<file path="src/rtl/sqrt_arbiter_pkg.sv">
// Shared types and helpers for the round-robin square-root arbiter.
package sqrt_arbiter_pkg;

    typedef enum logic [1:0] {
        IDLE,
        ITER,
        DONE
    } state_t;

    // Root width for a given radical width; odd widths are padded by one MSB.
    function automatic int qw_of(input int width);
        return (width + 1) / 2;
    endfunction

endpackage

</file>
<file path="src/rtl/sqrt_iter_core.sv">
// Iterative restoring square-root datapath: one result bit per advance.
// q/rem present the outcome of the step that the next advance will commit.
module sqrt_iter_core
    import sqrt_arbiter_pkg::*;
#(
    parameter  int WIDTH = 16,
    localparam int QW    = qw_of(WIDTH)
) (
    input  logic             clk,
    input  logic             aclr,
    input  logic             load,
    input  logic [WIDTH-1:0] radical,
    input  logic             advance,
    output logic [QW-1:0]    q,
    output logic [QW:0]      rem,
    output logic             last
);

    localparam int RW = 2 * QW;
    localparam int SW = (QW > 1) ? $clog2(QW) : 1;

    logic [RW-1:0] rad_reg;
    logic [QW+1:0] r_reg;
    logic [QW+1:0] r_shift;
    logic [QW+1:0] t;
    logic [QW+1:0] r_next;
    logic [QW-1:0] q_reg;
    logic [QW-1:0] q_next;
    logic [SW-1:0] step;

    always_comb begin
        r_shift = (r_reg << 2) | {{QW{1'b0}}, rad_reg[RW-1 -: 2]};
        t       = {q_reg, 2'b01};
        if (r_shift >= t) begin
            r_next = r_shift - t;
            q_next = (q_reg << 1) | QW'(1);
        end else begin
            r_next = r_shift;
            q_next = q_reg << 1;
        end
    end

    always_ff @(posedge clk or posedge aclr) begin
        if (aclr) begin
            rad_reg <= '0;
            r_reg   <= '0;
            q_reg   <= '0;
            step    <= '0;
        end else if (load) begin
            rad_reg <= RW'(radical);
            r_reg   <= '0;
            q_reg   <= '0;
            step    <= SW'(QW - 1);
        end else if (advance) begin
            rad_reg <= rad_reg << 2;
            r_reg   <= r_next;
            q_reg   <= q_next;
            step    <= step - SW'(1);
        end
    end

    assign q    = q_next;
    assign rem  = r_next[QW:0];
    assign last = (step == '0);

endmodule

</file>
<file path="src/rtl/sqrt_arbiter.sv">
// Round-robin arbiter sharing one iterative square-root engine between
// NREQ requesters, with a single tagged valid/ready response port.
module sqrt_arbiter
    import sqrt_arbiter_pkg::*;
#(
    parameter  int NREQ  = 4,
    parameter  int WIDTH = 16,
    localparam int QW    = qw_of(WIDTH),
    localparam int IW    = $clog2(NREQ)
) (
    input  logic                  clk,
    input  logic                  aclr,
    input  logic [NREQ-1:0]       req_valid,
    input  logic [NREQ*WIDTH-1:0] req_radical,
    output logic [NREQ-1:0]       req_ready,
    output logic                  rsp_valid,
    input  logic                  rsp_ready,
    output logic [IW-1:0]         rsp_id,
    output logic [QW-1:0]         rsp_q,
    output logic [QW:0]           rsp_rem,
    output logic                  busy
);

    state_t          state;
    logic [IW-1:0]   ptr;
    logic [IW-1:0]   id_reg;
    logic [IW-1:0]   grant_idx;
    logic [IW-1:0]   cand;
    logic            grant_found;
    logic            grant;
    logic [QW-1:0]   core_q;
    logic [QW:0]     core_rem;
    logic            core_last;

    // Search starts just after the last winner so every requester gets a turn.
    always_comb begin
        grant_found = 1'b0;
        grant_idx   = '0;
        cand        = '0;
        for (int k = 1; k <= NREQ; k++) begin
            cand = IW'((int'(ptr) + k) % NREQ);
            if (!grant_found && req_valid[cand]) begin
                grant_found = 1'b1;
                grant_idx   = cand;
            end
        end
    end

    assign grant = (state == IDLE) && grant_found;

    always_comb begin
        req_ready = '0;
        if (grant && !aclr) begin
            req_ready[grant_idx] = 1'b1;
        end
    end

    sqrt_iter_core #(
        .WIDTH (WIDTH)
    ) u_core (
        .clk     (clk),
        .aclr    (aclr),
        .load    (grant),
        .radical (req_radical[grant_idx*WIDTH +: WIDTH]),
        .advance (state == ITER),
        .q       (core_q),
        .rem     (core_rem),
        .last    (core_last)
    );

    always_ff @(posedge clk or posedge aclr) begin
        if (aclr) begin
            state     <= IDLE;
            ptr       <= IW'(NREQ - 1);
            id_reg    <= '0;
            rsp_valid <= 1'b0;
            rsp_id    <= '0;
            rsp_q     <= '0;
            rsp_rem   <= '0;
        end else begin
            case (state)
                IDLE: begin
                    if (grant_found) begin
                        ptr    <= grant_idx;
                        id_reg <= grant_idx;
                        state  <= ITER;
                    end
                end
                ITER: begin
                    if (core_last) begin
                        rsp_q     <= core_q;
                        rsp_rem   <= core_rem;
                        rsp_id    <= id_reg;
                        rsp_valid <= 1'b1;
                        state     <= DONE;
                    end
                end
                DONE: begin
                    if (rsp_ready) begin
                        rsp_valid <= 1'b0;
                        state     <= IDLE;
                    end
                end
                default: state <= IDLE;
            endcase
        end
    end

    assign busy = (state != IDLE);

endmodule

</file>
<file path="config.mk">
export PLATFORM = sky130hd
export DESIGN_NAME = sqrt_arbiter
export DESIGN_NICKNAME = d
export VERILOG_FILES = /design/src/rtl/sqrt_arbiter_pkg.sv /design/src/rtl/sqrt_iter_core.sv /design/src/rtl/sqrt_arbiter.sv
export SDC_FILE = /design/constraint.sdc
export NUM_CORES = 1
export LEC_CHECK = 0
export CAP_MARGIN = 20
export CORE_MARGIN = 2
export CORE_UTILIZATION = 51
export CTS_BUF_LIST = sky130_fd_sc_hd__clkbuf_8
export DETAILED_ROUTE_END_ITERATION = 8
export HOLD_SLACK_MARGIN = 0.02
export PLACE_DENSITY = 0.86
export SYNTH_ARGS = -nofsm -noshare
export SYNTH_HDL_FRONTEND = slang
export SYNTH_HIERARCHICAL = 1
export SYNTH_SLANG_ARGS = --single-unit
</file>
<file path="constraint.sdc">
create_clock -name clk -period 2.55 [get_ports clk]
set_input_delay 0.6375 -clock clk [delete_from_list [all_inputs] [get_ports clk]]
set_output_delay 0.6375 -clock clk [all_outputs]
set_load 0.005 [all_outputs]
</file>
== Word level (Yosys, flattened, before mapping) ==
Index checks and enable logic that the tools add are counted.
Operators by class
  add/subtract/negate cells: 6
  magnitude comparators: 7
  shift operators: 1
  bitwise logic cells: 1
  equality and inequality tests: 5
  reduce and logical (&&, ||, !) cells: 19
  multiplexer cells: 36
Operator list (count)
  $shiftx 64x7->16: 1
  $mux 16: 2
  $mux 8: 4
  $lt 2x3->1 const B: 5
  $mux 2: 7
  $mux 1: 12
  $ge 10x10->1: 1
  $or 10x2->10: 1
  $mux 9: 1
  $sub 9x9->9: 1
  $bmux 1 s2: 4
  $logic_and 1x1->1: 6
  $mux 3: 2
  $ne 2x2->1 const B: 3
  $pmux 2 s3: 1
  $reduce_and 3->1: 2
  $reduce_bool 2->1: 3
  $add 2x1->2 const B: 2
  $add 2x2->2 const B: 2
  $logic_not 1->1: 4
  $mux 4: 1
  $reduce_and 2->1: 2
  $logic_not 3->1: 1
  $sub 3x1->3 const B: 1
  other kinds (6): 6
Word-level totals
  output and inout bits: 25
  register bits: 61

== Longest topological paths before layout ==
  depth in word-level cells: 18
  depth in mapped cells: 11
  gate-level depth less buffers: 9

== Modules after synthesis ==
Netlist, hierarchy kept.
By module, submodules not included
  sqrt_iter_core: seq. area each 875.8 um^2, times used 1, area each 2283.4 um^2, cells an instance 253
  sqrt_arbiter: seq. area each 653.1 um^2, times used 1, area each 1562.7 um^2, cells an instance 107

== Worst setup path after synthesis ==
OpenSTA, ideal clock, no wires.
  path kind: register -> register
  start point: reg u_core.q_reg[5]
  end point: reg rsp_rem[7]
  stages on the path, launching flop included: 11
  slack: 220 ps
  arrival time: 2205 ps
  period minus slack after synthesis: 2330 ps
  cell sequence: dfrtp_1 -> inv_1 -> ha_1 -> a21oi_2 -> a21oi_1 -> or3_1 -> buf_6 -> nor2_8 -> inv_4 -> mux2_4 -> mux2_2
Between the ends
  cells in the longest elaborated chain, start to end: 2
RTL lines
  start, declared: line sqrt_iter_core.sv:27  | logic [QW-1:0] q_reg;
  start signal, assigned: line sqrt_iter_core.sv:57  | q_reg <= q_next;
  $sub 9x9->9 / $ge 10x10->1 (equally long branches): line sqrt_iter_core.sv:35, sqrt_iter_core.sv:34
  $mux 9 *: line sqrt_iter_core.sv:34  | if (r_shift >= t) begin
  via core_rem[7]: line sqrt_arbiter.sv:32  | logic [QW:0] core_rem;
  end signal, assigned: line sqrt_arbiter.sv:92  | rsp_rem <= core_rem;
  end, declared: line sqrt_arbiter.sv:20  | output logic [QW:0] rsp_rem,
The timed path passes the listed nets; every way through them passes the cells marked *.
A chain may end at the register's enable or synchronous reset.

== Worst setup path after layout ==
  start point: reg ptr[0]
  end point: out req_ready[2]
Between the ends
  cells in the longest elaborated chain, start to end: 18
RTL lines
  start, declared: line sqrt_arbiter.sv:25  | logic [IW-1:0] ptr;
  start signal, assigned: line sqrt_arbiter.sv:74  | ptr <= IW'(NREQ - 1);
  start signal, assigned: line sqrt_arbiter.sv:84  | ptr <= grant_idx;
  $add 2x1->2: line sqrt_arbiter.sv:41  | cand = IW'((int'(ptr) + k) % NREQ);
  $bmux 1 s2: line sqrt_arbiter.sv:42  | if (!grant_found && req_valid[cand]) begin
  $mux 1 (implied by the code): line sqrt_arbiter.sv:42
  $mux 1: line sqrt_arbiter.sv:42
  $logic_not 1->1: line sqrt_arbiter.sv:42
  $logic_and 1x1->1: line sqrt_arbiter.sv:42
  $mux 1: line sqrt_arbiter.sv:42
  $logic_not 1->1: line sqrt_arbiter.sv:42
  [2 not listed]
  $logic_not 1->1: line sqrt_arbiter.sv:42
  $logic_and 1x1->1: line sqrt_arbiter.sv:42
  $mux 2: line sqrt_arbiter.sv:42
  $lt 2x3->1 (implied by the code) / $ge 2x1->1 (equally long branches): line sqrt_arbiter.sv:54  | req_ready[grant_idx] = 1'b1;
  $logic_and 1x1->1 (implied by the code): line sqrt_arbiter.sv:54
  $mux 1 (implied by the code): line sqrt_arbiter.sv:54
  $demux 1 s2: line sqrt_arbiter.sv:54
  $mux 4 *: line sqrt_arbiter.sv:53  | if (grant && !aclr) begin
  end, declared: line sqrt_arbiter.sv:15  | output logic [NREQ-1:0] req_ready,
Mark *: on every way between the ends. The rest lies on a longest branch, timed or not. The select of a mux whose other input is x is not followed.

==> reports/qor.csv <==
stage,metric,value,unit
detailed_routing,antenna-violating nets left,0,
floorplan,die height,90.84,um
hold_path,HP Class,flip-flop to flip-flop,
critical_path,type of origin of the critical path,flip-flop,
global_route,initial antenna violation count,0,
yosys,Post-Syn Instances,360,
pwr,leak pwr,0.002447,uW
finish,most frequent cells in the layout,"87 x clkdlybuf4s50_1, 59 x dfrtp_1, 38 x buf_4",
timing,hold_ws,0.5067,ns
global_route,Total Routing Usage GR,0.2763,
run_status,status,finished with violations,
timing,highest clock rate,373.0,MHz
critical_path,critical path data arrival time,2.04,ns
detailed_routing,DRC Markers,0,
global_route,first-pass GRT wire length,17570,um
pwr,"IR drop worst, VDD",634.9,uV
place,hpwl dp,7453,um
floorplan,Core Area,7292,um2
detailed_routing,Avg WL per Cell,18.97,um
timing,Final min period,2.681,ns
floorplan,I/O Pins,96,
critical_path,critical path's top delay family,flip-flops,
critical_path,"slowest stage cell, crit path",dfstp_2,
detailed_routing,vias per inst,5.823,
flow_run,max cap viols,0,
yosys,Yosys reg bits,61,
yosys,synth unique cells,59,
timing,slew at the pin closest to its max-slew limit,0.7181,ns
clock_tree,CTS Root Cell,clkbuf_8,
clock_tree,total CTS buffers,9,
pwr,pwr/cell area,1407,nW/um2
run_status,failing checks,setup timing,
critical_path,Crit Path Category,flip-flop to primary output,
timing,RSZ-0062 raised after global routing,yes,
critical_path,kind of end point of the critical path,primary output,
detailed_routing,Routed WL,11060,um
timing,Setup Skew,0.01361,ns
clock_tree,CTS Buffer Depth,2,
timing,final setup violation count,3,
yosys,"EDFF count, synth",0,
clock_tree,H-tree Lvls,3,
floorplan,die width,90.84,um
critical_path,Crit path required time,1.91,ns
critical_path,CP peak stage delay,0.58,ns
place,DP Worst Slack,-0.7552,ns
place,IO Port Bufs,95,
floorplan,row cnt,31,
finish,fraction of layout cells with a size suffix above 1,0.2583,
clock_tree,TritonCTS clock tree,done,
detailed_routing,DR iter-0 viols,225,
global_route,gr ovfl total,0,
timing,Final WS setup,-0.1310,ns
yosys,Syn Nets,443,
critical_path,Buf/Inv on CP,3,
yosys,Mapped Area,3846,um2
clock_tree,Skew-Pair Late Insertion Delay,0.35,ns
global_route,vias in the first global route,3528,
timing,fin crit share,1.051,
critical_path,crit path max fanout,3,
finish,max reg flops,16,
place,routability cong.,0.8729,
critical_path,CP most frequent cell,buf_6,
clock_tree,clock slew seen by the registers of the worst setup and hold paths,0.08,ns
finish,layout net count,562,
yosys,"Primary FF master, synth",dfrtp_1,
floorplan,Die Area,8252,um2
yosys,YS warnings,6,
global_route,largest net degree at the start of global routing,44,
timing,Max Slew Vio Count,0,
critical_path,critical-path cell list,or2b_4 -> o21ai_2 -> a221o_1 -> buf_6 -> buf_6 -> nor4_2 -> buf_2,
pwr,Tot Pwr,7560,uW
timing,relative slew slack,0.5152,
yosys,"Seq/Total Area, Yosys",0.3975,
detailed_routing,drt first pass iters,5,
clock_tree,clock sinks,61,
yosys,Avg Inst Size Synth,10.68,um2
finish,"commonest non-fill, non-tap cell in the layout",clkdlybuf4s50_1,
timing,Final Hold Fails,0,
finish,ant diodes,0,
finish,Syn-to-layout area delta,39.72,%
detailed_routing,via count,3395,
floorplan,Starting Density,0.5275,
yosys,ys async rst share,1.000,
## final cells by class
| cell class | instances | area [um2] |
|---|---|---|
| multi-input cells | 250 | 2182 |
| fillers | 472 | 1918 |
| flip-flops and latches | 61 | 1529 |
| repair buffers | 136 | 1242 |
| clock buffers | 9 | 123.9 |
| well taps | 99 | 123.9 |
| clock inverters | 7 | 91.34 |
| inverters | 21 | 81.33 |
## power by group
part	switching [uW]	leakage, uW	total (uW)	internal [uW]
Clock	405	0.000108	952	546
Combinational	2380	0.00158	4840	2460
Sequential	324	0.000760	1770	1450
Total	3110	0.00245	7560	4450
## through the flow
stage | setup TNS [ns] | util | instances | instance area [um2]
4_1_cts | -0.3515 | 0.7280 | 581 | 5309
3_3_place_gp | -5.563 | 0.6899 | 560 | 5031
6_report | -0.3311 | 0.7370 | 583 | 5374
3_5_place_dp | -8.079 | 0.6899 | 560 | 5031
2_1_floorplan | 0 | - | 360 | 3846
5_1_grt | -0.4968 | 0.7370 | 583 | 5374
## worst reg2reg max path: stages (launching register included)
cell and delay (ns):
dfstp_2 0.58, or2b_4 0.14, o21ai_2 0.08, buf_4 0.15, buf_4 0.13, a211oi_4 0.27, buf_12 0.21, mux4_1 0.63
nand2_1 0.13, o21ai_0 0.09
## cell usage after synthesis (all sizes together) (3+ instances only)
cell    number  share of area
a211oi       4          0.011
a21oi       10          0.015
a311oi       3         0.0068
buf         17          0.032
clkbuf      11          0.011
dfrtp       59           0.38
ha          12          0.039
inv         21          0.021
mux2        25          0.074
mux2i       21          0.055
mux4        16           0.10
nand2       30          0.029
nand2b      10          0.016
nand3        6         0.0078
nor2        31          0.035
nor2b        4         0.0065
nor3         6         0.0078
o21a         3         0.0059
o21ai       26          0.035
o22ai        4         0.0065
xnor2        5          0.011
## routing by layer
layer,wire length (um),vias to the layer above,GRT usage,part of all wire
met4,465,0,0.1439,0.042
met1,3969,1641,0.2978,0.36
met5,0,-,0,0
met3,746,43,0.06010,0.067
li1,-,1525,-,-
met2,5876,186,0.5050,0.53
## logic make-up (layout without fill, tap and decap cells)
| family | count (synthesis) | count (layout) | synth area share |
|---|---|---|---|
| AO/OA/AOI/OAI | 67 | 67 | 0.1249 |
| buffers and inverters | 49 | 173 | 0.06408 |
| AND/OR/NAND/NOR | 104 | 104 | 0.1347 |
| flip-flops | 61 | 61 | 0.3975 |
| adder cells (fa/ha/maj) | 12 | 12 | 0.03904 |
| multiplexers | 62 | 62 | 0.2284 |
| XOR/XNOR | 5 | 5 | 0.01139 |
## path summary, 6_finish.rpt
| path | start | to | slack [ns] | cells past startpoint |
|---|---|---|---|---|
| max in group asynchronous | aclr | u_core/r_reg[6] | 1.07 | 4 |
| worst min register to register | rsp_rem[3] | rsp_rem[3] | 0.51 | 1 |
| min in group asynchronous | aclr | id_reg[1] | 1.13 | 4 |
| worst max-delay path | ptr[0] | req_ready[2] | -0.13 | 7 |
| worst max register to register | ptr[0] | u_core/rad_reg[13] | 0.01 | 9 |
| worst min-delay path | rsp_rem[3] | rsp_rem[3] | 0.51 | 1 |
## what timing repair did
item,in CTS,in global routing
resized for setup,31,16
endpoints found under the setup margin,4,9
pin swaps,3,3
buffers inserted,5,2
hold buffers,0,0
Power figures use the tool's default switching activity.
==> variant 1 (config.mk and constraints unchanged) <==
`WIDTH` is set to 16 in 2 places; all go to 32.
--- a/src/rtl/sqrt_iter_core.sv
+++ b/src/rtl/sqrt_iter_core.sv
@@ -3,7 +3,7 @@
 module sqrt_iter_core
     import sqrt_arbiter_pkg::*;
 #(
-    parameter  int WIDTH = 16,
+    parameter  int WIDTH = 32,
     localparam int QW    = qw_of(WIDTH)
 ) (
     input  logic             clk,
--- a/src/rtl/sqrt_arbiter.sv
+++ b/src/rtl/sqrt_arbiter.sv
@@ -4,7 +4,7 @@
     import sqrt_arbiter_pkg::*;
 #(
     parameter  int NREQ  = 4,
-    parameter  int WIDTH = 16,
+    parameter  int WIDTH = 32,
     localparam int QW    = qw_of(WIDTH),
     localparam int IW    = $clog2(NREQ)
 ) (
Ports: changed (resized req_radical, rsp_q and rsp_rem); port bits go from 96 to 176. The function was not compared with the original's and may differ.
==> variant 1 against the unedited design <==
  * Worst setup slack improved by 0.15 ns
  * Synthesized area up 88%
  * Routed wire length rose by 88%
  * Critical path type is now reg -> reg
  * Maximum frequency grew 6.1%
  * Final area rose by 85%
  * Sequential cell count increased by 49
  * Core utilization fell by 1.9 points
  * Power up 85%
  * Sequential power grew 69%
  * Sequential share of layout area fell by 0.81 points
  * Cell count is 110% higher
==> variant 1: results (changes against the unedited design) <==
| Metric | Value |
|---|---|
| PortBufs | `175 (+84%)` |
| # clk buffers | `10 (+1)` |
| Status | `complete, no violations` |
| Hpwl dp | `15300 um (+100%)` |
| Power share of the clock group | `7.6% (-5.0 points)` |
| Multi-input gate count | `586 (+130%)` |
| CTS sink count | `110 (+80%)` |
| Post-synthesis mux area share | `13.8% (-9.1 points)` |
| Worst-skew pair later-pin latency | `0.38 ns (+0.03 ns)` |
| Total Wirelength | `20800 um (+88%)` |
| Pleak | `4.68 nW (+91%)` |
| PostCTS Resize Cnt | `25 (-19%)` |
| Non-Clock Buffer Count | `279 (+110%)` |
| Worst Skew | `0.0105 ns (-0.00312 ns)` |
| WL per Instance | `17.3 um (-8.9%)` |
| WL met2 | `10800 um (+84%)` |
| Synth top area cells | `dfrtp_1 (37%), mux2i_1 (6.6%), o21ai_0 (5.8%)` |
| Worst path max stage delay | `0.40 ns (-0.18 ns)` |
| Slew margin rel. | `62.9% (+11 points)` |
| Post-DP Area | `0.00952 mm^2 (+89%)` |
| Share of cells above drive strength 1 | `20.5% (-5.4 points)` |
| Via count | `6869 (+100%)` |
| WL met1 | `7950 um (+100%)` |
| Fraction of area in registers | `27.6% (-0.81 points)` |
| Initial drt markers | `386 (+72%)` |
| Post-Synth Adder-Cell Area | `3.28% (-0.62 points)` |
| Area of the multi-input gates | `0.00411 mm^2 (+88%)` |
| Fill count | `1026 (+120%)` |
| Clock-cell share | `1.98% (-2.0 points)` |
| Share of total power in combinational logic | `70.9% (+6.9 points)` |
## variant 1: cell types whose count changed after synthesis, moves of 32 or more
cell     unedited run  this run
a32oi_1             0        32
dfrtp_1            59       108
nand2_1            30        95
nand3_1             6        38
o21ai_0            25        84
## variant 1: worst paths after layout
check | startpoint | to | slack (ns)
max | u_core/q_reg[2] | rsp_rem[15] | 0.02
min | id_reg[1] | id_reg[1] | 0.50
max reg2reg | u_core/q_reg[2] | rsp_rem[15] | 0.02
min reg2reg | id_reg[1] | id_reg[1] | 0.50
max in group asynchronous | aclr | rsp_rem[10] | 1.35
min in group asynchronous | aclr | ptr[0] | 0.78
## variant 1: worst reg2reg max path, delay by kind of cell, from the launching register on
family | cells | cell delay (ns)
AO/OA/AOI/OAI | 3 | 0.71
multiplexers | 2 | 0.56
AND/OR/NAND/NOR | 2 | 0.52
flip-flops | 1 | 0.36
adder cells (fa/ha/maj) | 1 | 0.20
buffers and inverters | 1 | 0.07
